`config.mk`:
```
export PLATFORM = sky130hd
export DESIGN_NAME = uart_sin_conditioner
export DESIGN_NICKNAME = d
export VERILOG_FILES = /design/src/rtl/uart_sin_cond_pkg.sv /design/src/rtl/uart_sin_glitch_filter.sv /design/src/rtl/uart_sin_conditioner.sv
export SDC_FILE = /design/constraint.sdc
export NUM_CORES = 1
export LEC_CHECK = 0
export CAP_MARGIN = 40
export CORE_MARGIN = 5
export CORE_UTILIZATION = 60
export DETAILED_ROUTE_END_ITERATION = 8
export PLACE_DENSITY = 0.92
export SYNTH_ARGS = -nofsm -noshare
export SYNTH_HDL_FRONTEND = slang
export SYNTH_SLANG_ARGS = --single-unit
```
`constraint.sdc`:
```
create_clock -name WBs_CLK_i -period 5.2 [get_ports WBs_CLK_i]
set_input_delay 0.52 -clock WBs_CLK_i [delete_from_list [all_inputs] [get_ports WBs_CLK_i]]
set_output_delay 0.52 -clock WBs_CLK_i [all_outputs]
set_load 0.02 [all_outputs]
```
`src/rtl/uart_sin_cond_pkg.sv`:
```
// UART serial-input conditioner: shared register map, bit positions
// and line-state encoding.
package uart_sin_cond_pkg;

    localparam logic [1:0] REG_CTRL      = 2'd0;
    localparam logic [1:0] REG_BREAK_LEN = 2'd1;
    localparam logic [1:0] REG_STATUS    = 2'd2;
    localparam logic [1:0] REG_IDLE_LEN  = 2'd3;

    localparam int CTRL_EN      = 4;
    localparam int CTRL_BRK_IE  = 5;
    localparam int CTRL_IDLE_IE = 6;

    localparam int ST_BRK_ACT   = 0;
    localparam int ST_BRK_SEEN  = 1;
    localparam int ST_IDLE_SEEN = 2;
    localparam int ST_GLITCH    = 3;

    typedef enum logic [1:0] {
        LINE_IDLE,
        LINE_ACTIVE,
        LINE_BREAK
    } line_state_t;

endpackage

```
`src/rtl/uart_sin_glitch_filter.sv`:
```
// Pad synchroniser plus run-length glitch filter; filt_out follows the
// pad only after it has held a new level for max(filt_len,1) cycles.
module uart_sin_glitch_filter #(
    parameter int SYNC_STAGES = 2
) (
    input  logic       clk,
    input  logic       rst,
    input  logic       pad,
    input  logic [3:0] filt_len,
    output logic       filt_out,
    output logic       glitch_pulse
);

    logic [SYNC_STAGES-1:0] sync_q;
    logic [3:0]             cnt_q;
    logic                   sync_out;
    logic                   differ;
    logic [4:0]             cnt_inc;
    logic [4:0]             eff_len;

    assign sync_out     = sync_q[SYNC_STAGES-1];
    assign differ       = sync_out != filt_out;
    assign cnt_inc      = {1'b0, cnt_q} + 5'd1;
    assign eff_len      = (filt_len == 4'd0) ? 5'd1 : {1'b0, filt_len};
    assign glitch_pulse = !differ && (cnt_q != 4'd0);

    always_ff @(posedge clk or posedge rst) begin
        if (rst) begin
            sync_q   <= '1;
            filt_out <= 1'b1;
            cnt_q    <= 4'd0;
        end else begin
            sync_q <= {sync_q[SYNC_STAGES-2:0], pad};
            if (differ) begin
                // >= so a lowered filt_len takes effect with cnt above it
                if (cnt_inc >= eff_len) begin
                    filt_out <= sync_out;
                    cnt_q    <= 4'd0;
                end else begin
                    cnt_q <= cnt_inc[3:0];
                end
            end else begin
                cnt_q <= 4'd0;
            end
        end
    end

endmodule

```
`src/rtl/uart_sin_conditioner.sv`:
```
// Conditions the UART0 SIN pad: sync + glitch filter, break/idle
// detection with interrupt, and a 4-word Wishbone register window.
module uart_sin_conditioner #(
    parameter int                   SYNC_STAGES   = 2,
    parameter int                   CNT_WIDTH     = 20,
    parameter logic [3:0]           DEF_FILT_LEN  = 4'd3,
    parameter logic [CNT_WIDTH-1:0] DEF_BREAK_LEN = CNT_WIDTH'(2000),
    parameter logic [CNT_WIDTH-1:0] DEF_IDLE_LEN  = CNT_WIDTH'(200)
) (
    input  logic        WBs_CLK_i,
    input  logic        WBs_RST_i,
    input  logic [1:0]  WBs_ADR_i,
    input  logic        WBs_CYC_i,
    input  logic [3:0]  WBs_BYTE_STB_i,
    input  logic        WBs_WE_i,
    input  logic        WBs_STB_i,
    input  logic [31:0] WBs_DAT_i,
    output logic [31:0] WBs_DAT_o,
    output logic        WBs_ACK_o,
    input  logic        SIN_pad_i,
    output logic        SIN_o,
    output logic        BREAK_o,
    output logic        Intr_o
);

    import uart_sin_cond_pkg::*;

    logic [3:0]           filt_len;
    logic                 enable, break_ie, idle_ie;
    logic [CNT_WIDTH-1:0] break_len, idle_len, run_cnt, run_n;
    logic                 break_seen, idle_seen, glitch_seen;
    logic [7:0]           glitch_cnt;
    logic                 filt_out, filt_q, glitch_pulse;
    logic                 chg, fall, rise;
    logic                 set_break, set_idle;
    line_state_t          state_q, state_n, mid;
    logic                 wb_req, wb_commit, wr_status;
    logic                 clr_brk, clr_idle, clr_glitch;
    logic [31:0]          rdata;
    logic                 unused_bits;

    uart_sin_glitch_filter #(
        .SYNC_STAGES (SYNC_STAGES)
    ) u_filt (
        .clk          (WBs_CLK_i),
        .rst          (WBs_RST_i),
        .pad          (SIN_pad_i),
        .filt_len     (filt_len),
        .filt_out     (filt_out),
        .glitch_pulse (glitch_pulse)
    );

    assign SIN_o       = enable ? filt_out : 1'b1;
    assign chg         = filt_out ^ filt_q;
    assign fall        = chg & ~filt_out;
    assign rise        = chg & filt_out;
    assign unused_bits = ^{WBs_DAT_i, WBs_BYTE_STB_i};

    assign wb_req     = WBs_CYC_i & WBs_STB_i;
    assign wb_commit  = wb_req & WBs_WE_i & WBs_ACK_o;
    assign wr_status  = wb_commit && (WBs_ADR_i == REG_STATUS)
                        && WBs_BYTE_STB_i[0];
    assign clr_brk    = wr_status & WBs_DAT_i[ST_BRK_SEEN];
    assign clr_idle   = wr_status & WBs_DAT_i[ST_IDLE_SEEN];
    assign clr_glitch = wr_status & WBs_DAT_i[ST_GLITCH];

    // The edge is seen one cycle late, so the run restarts at 1 and
    // run_n equals the cycles filt_out has held its current level.
    always_comb begin
        run_n     = '0;
        state_n   = state_q;
        mid       = state_q;
        set_break = 1'b0;
        set_idle  = 1'b0;
        if (enable) begin
            if (chg)
                run_n = CNT_WIDTH'(1);
            else if (&run_cnt)
                run_n = run_cnt;
            else
                run_n = run_cnt + CNT_WIDTH'(1);
            if (fall && state_q == LINE_IDLE)
                mid = LINE_ACTIVE;
            if (rise && state_q == LINE_BREAK)
                mid = LINE_ACTIVE;
            state_n = mid;
            if (mid == LINE_ACTIVE) begin
                if (!filt_out && break_len != '0 && run_n == break_len) begin
                    state_n   = LINE_BREAK;
                    set_break = 1'b1;
                end else if (filt_out && idle_len != '0
                             && run_n == idle_len) begin
                    state_n  = LINE_IDLE;
                    set_idle = 1'b1;
                end
            end
        end else begin
            state_n = LINE_IDLE;
        end
    end

    always_comb begin
        rdata = '0;
        unique case (WBs_ADR_i)
            REG_CTRL:      rdata = {25'd0, idle_ie, break_ie, enable, filt_len};
            REG_BREAK_LEN: rdata = 32'(break_len);
            REG_STATUS:    rdata = {16'd0, glitch_cnt, 4'd0, glitch_seen,
                                    idle_seen, break_seen, BREAK_o};
            REG_IDLE_LEN:  rdata = 32'(idle_len);
        endcase
    end

    always_ff @(posedge WBs_CLK_i or posedge WBs_RST_i) begin
        if (WBs_RST_i) begin
            filt_len    <= DEF_FILT_LEN;
            enable      <= 1'b1;
            break_ie    <= 1'b0;
            idle_ie     <= 1'b0;
            break_len   <= DEF_BREAK_LEN;
            idle_len    <= DEF_IDLE_LEN;
            break_seen  <= 1'b0;
            idle_seen   <= 1'b0;
            glitch_seen <= 1'b0;
            glitch_cnt  <= 8'd0;
            filt_q      <= 1'b1;
            run_cnt     <= '0;
            state_q     <= LINE_IDLE;
            BREAK_o     <= 1'b0;
            Intr_o      <= 1'b0;
            WBs_ACK_o   <= 1'b0;
            WBs_DAT_o   <= '0;
        end else begin
            WBs_ACK_o <= wb_req & ~WBs_ACK_o;
            WBs_DAT_o <= (wb_req & ~WBs_ACK_o) ? rdata : '0;
            filt_q    <= filt_out;
            run_cnt   <= run_n;
            state_q   <= state_n;
            BREAK_o   <= (state_n == LINE_BREAK);
            Intr_o    <= (break_seen & break_ie) | (idle_seen & idle_ie);

            if (wb_commit && WBs_ADR_i == REG_CTRL && WBs_BYTE_STB_i[0]) begin
                filt_len <= WBs_DAT_i[3:0];
                enable   <= WBs_DAT_i[CTRL_EN];
                break_ie <= WBs_DAT_i[CTRL_BRK_IE];
                idle_ie  <= WBs_DAT_i[CTRL_IDLE_IE];
            end
            for (int i = 0; i < CNT_WIDTH; i++) begin
                if (wb_commit && WBs_BYTE_STB_i[i/8]) begin
                    if (WBs_ADR_i == REG_BREAK_LEN)
                        break_len[i] <= WBs_DAT_i[i];
                    if (WBs_ADR_i == REG_IDLE_LEN)
                        idle_len[i] <= WBs_DAT_i[i];
                end
            end

            // hardware set beats a simultaneous W1C
            break_seen  <= set_break | (break_seen & ~clr_brk);
            idle_seen   <= set_idle | (idle_seen & ~clr_idle);
            glitch_seen <= glitch_pulse | (glitch_seen & ~clr_glitch);
            if (clr_glitch)
                glitch_cnt <= glitch_pulse ? 8'd1 : 8'd0;
            else if (glitch_pulse && glitch_cnt != 8'hFF)
                glitch_cnt <= glitch_cnt + 8'd1;
        end
    end

endmodule

```
==> impl_metrics.tcl <==
set metrics [dict create \
    cts.path.max_buffers 2 \
    yosys.area_share.simple_pct 22.53 \
    power_density_mw_per_mm2 342.5 \
    ios 80 \
    cp_max_fo 15 \
    post_cts_buffers 0 \
    tns_ps 0 \
    worst_skew_pair.late_latency_ps 370 \
    worstMarginPinSlew_ps 841.1 \
    power_frac_clock_pct 28.4 \
    cts_num_sinks 111 \
    core.rowCount 39 \
    critPathLaunch "run_cnt[0]" \
    routed_wl_um 21450 \
    drv_cap 0 \
    ant_nets 0 \
    synthToLayoutAreaGrowth_pct 12.39 \
    antenna_found_initial 0 \
    rsz0062_at_grt "false" \
    dieHeight_um 117.1 \
    dr.pass1.iters 7 \
    dieWidth_um 117.1 \
    setup_viol 0 \
    drive_gt1_share_pct 15.98 \
    p_comb_share_pct 31.4 \
    gp_congestion 0.9598 \
    synth-edff-count 0 \
    clockRootBuffer "clkbuf_16" \
    start_kind "flip-flop" \
    synth_cells 711 \
    hold_ws_ps 366.8 \
    antenna_cells 0 \
    cp-end-kind "flip-flop" \
    critical_path_required_ps 5430 \
    reg2reg_depth 10 \
    synthAdderAreaFrac_pct 1.817 \
    synthFlopType "dfrtp_1" \
    grt_start_max_net_pins 68 \
    gr-usage-all-layers_pct 32.25 \
    via_count 6122 \
    hold_viol_final 0 \
    via_per_inst 6.848 \
    drtIter0Drc 857 \
    drv_slew 0 \
    power.switching_uw 988.1 \
    period_share_pct 82.99 \
    r2r_slack_ps 880 \
    setup.worst_path.end "state_q[0]" \
    numCtsBuffers 9 \
    place_area_mm2 0.007425 \
    gr-total-overflow 0 \
    instances_no_fill 894 \
    p_int_mw 1.663 \
    synth_top_family_by_area "simple AND/OR/NAND/NOR gates" \
    r2r-start "run_cnt[0]" \
    first_global_vias 5969 \
    start_util_pct 60.82 \
    h-tree-depth 3 \
    post_cts_resized 0 \
    dp_hpwl_um 15530 \
    setup_slack_ps 884.3 \
    reg2reg_to "state_q[0]" \
    holdBufCountCts 0 \
    async_reset_ff_share_pct 100.0 \
    synth_cell_types 81 \
    synth_compound_area_share_pct 13.34 \
    cts_tree "done" \
    dpl_worst_slack_ps 1091 \
    outcome "completed" \
    pwr-share-seq_pct 40.2 \
    worstSetupPathType "reg2reg" \
    power_leakage_nw 3.345 \
    path_clk_slew_ps 80 \
    fp.dieArea_mm2 0.01372 \
    finClkSkew_ps 10.15 \
    dp.cells 878 \
    grt_pass1_wl_um 33160 \
    drc 0 \
    synth-seq-area-share_pct 40.63 \
    hold_path.class "reg2reg" \
    synthXorXnorAreaFrac_pct 2.671 \
    synth_area_mm2 0.006885 \
    yosys_register_bits 111 \
    fin_crit_ps 4316 \
    fillers 847 \
    finalInstanceArea_mm2 0.007739 \
    max_freq_ghz 0.2317 \
    slew_headroom_pct 42.48 \
    coreArea_mm2 0.01132 \
    synthMuxAreaShare_pct 13.63 \
    avgRoutedWirePerCell_um 23.99 \
    cp.arrival_ps 4550 \
    peakVddDrop_uv 333.7 \
    synth_area_per_cell_um2 9.684 \
    ys_warn_count 0 \
    p_sw_share_pct 37.28 \
    nNetsFinal 800 \
    port-buffer-count 54 \
]
## logic make-up after synthesis
| kind of cell | count (synthesis) |
|---|---|
| AOI/OAI and AO/OA | 131 |
| xor gates and xnor gates | 21 |
| adders and majority gates | 10 |
| buffers and inverters | 73 |
| DFF | 111 |
| muxes | 82 |
| other | 1 |
| and+or+nand+nor | 282 |
## cell usage in the layout (no fill, tap or decap), types with 12 or more instances in the layout
cell type,netlist,routed
nand3_1,21,21
a21oi_1,35,35
a31oi_1,12,12
nor2_1,66,66
clkdlybuf4s50_1,0,54
o21ai_0,15,15
nor4_1,13,13
nand2_1,51,51
inv_1,26,25
mux2i_1,24,24
nand4_1,17,17
mux2_2,54,54
dfstp_2,16,16
dfrtp_1,95,95
conb_1,1,12
xnor2_1,13,13
nor3_1,25,25
and3_1,16,16
## cells in the mapped netlist, drive strengths merged (10+ instances only)
| library cell | instances | area share (%) |
|---|---|---|
| nand4 | 19 | 2.2 |
| ha | 10 | 1.8 |
| inv | 26 | 1.4 |
| nor4 | 16 | 2.0 |
| a31oi | 12 | 1.1 |
| xnor2 | 13 | 1.7 |
| o21ai | 19 | 1.5 |
| clkbuf | 20 | 1.1 |
| or3 | 10 | 0.91 |
| a21oi | 35 | 2.5 |
| mux2 | 54 | 8.8 |
| nor2 | 66 | 3.6 |
| buf | 27 | 2.8 |
| dfstp | 16 | 6.1 |
| nor3 | 26 | 2.0 |
| nand3 | 22 | 1.7 |
| dfrtp | 95 | 35 |
| and3 | 17 | 1.6 |
| nand2 | 54 | 3.1 |
| mux2i | 24 | 3.5 |
## critical path, stage by stage (launching register included)
cell and delay, ps:
dfrtp_1 490, ha_1 550, nand3_1 340, nor2_1 530, a211oi_2 160, xnor2_1 510, mux2i_1 260, nand4_1 120
or4_4 510, o41ai_1 560, a21oi_1 150
## sequential cells by signal, indices dropped and copies added (netlist names)
signal / count
BREAK_o: 1
Intr_o: 1
WBs_ACK_o: 1
WBs_DAT_o: 20
break_ie: 1
break_len: 20
break_seen: 1
enable: 1
filt_len: 4
filt_q: 1
glitch_cnt: 8
glitch_seen: 1
idle_ie: 1
idle_len: 20
idle_seen: 1
run_cnt: 20
state_q: 2
u_filt.cnt_q: 4
u_filt.filt_out: 1
u_filt.sync_q: 2
## per-layer routing
layer  wire length, µm  track usage, %  vias to the layer above
met3              2217           7.969                       72
met2             10130           50.97                      389
met4               761           12.54                        0
met1              8337           43.00                     2977
li1                  -               -                     2684
met5                 0               0                        -
## stage by stage
step,power [mW],util [%]
finish,2.651,68.36
global route,2.750,68.36
CTS,2.619,68.36
detailed placement,1.867,65.58
global placement,1.828,65.58
floorplan,1.649,-
## power groups by stage
stage | logic, mW | clock network [mW] | registers [mW]
after floorplan | 0.612 | 0 | 1.04
after global placement | 0.762 | 0 | 1.07
after detailed placement | 0.792 | 0 | 1.07
after CTS | 0.805 | 0.755 | 1.06
after global routing | 0.885 | 0.792 | 1.07
final | 0.833 | 0.753 | 1.06
## how the worst min path moves through the flow
| stage | from | to | slack [ps] | cells past startpoint |
|---|---|---|---|---|
| after floorplan | u_filt.sync_q[0] | u_filt.sync_q[1] | 350 | 0 |
| after global placement | u_filt.sync_q[0] | u_filt.sync_q[1] | 350 | 0 |
| after detailed placement | u_filt.sync_q[0] | u_filt.sync_q[1] | 350 | 0 |
| after CTS | u_filt.sync_q[0] | u_filt.sync_q[1] | 370 | 0 |
| after global routing | u_filt.sync_q[0] | u_filt.sync_q[1] | 370 | 0 |
| final | u_filt.sync_q[0] | u_filt.sync_q[1] | 370 | 0 |
## area by class of cell
type / count / area, µm² / area share, %
clock buffer: 10 / 239.0 / 3.088
tap: 143 / 178.9 / 2.312
inverter: 26 / 100.1 / 1.293
timing repair buffer: 60 / 585.6 / 7.567
clock inverter: 6 / 75.07 / 0.9701
sequential: 111 / 2798 / 36.15
multi-input combinational: 538 / 3762 / 48.62
Power figures use the tool's default switching activity.
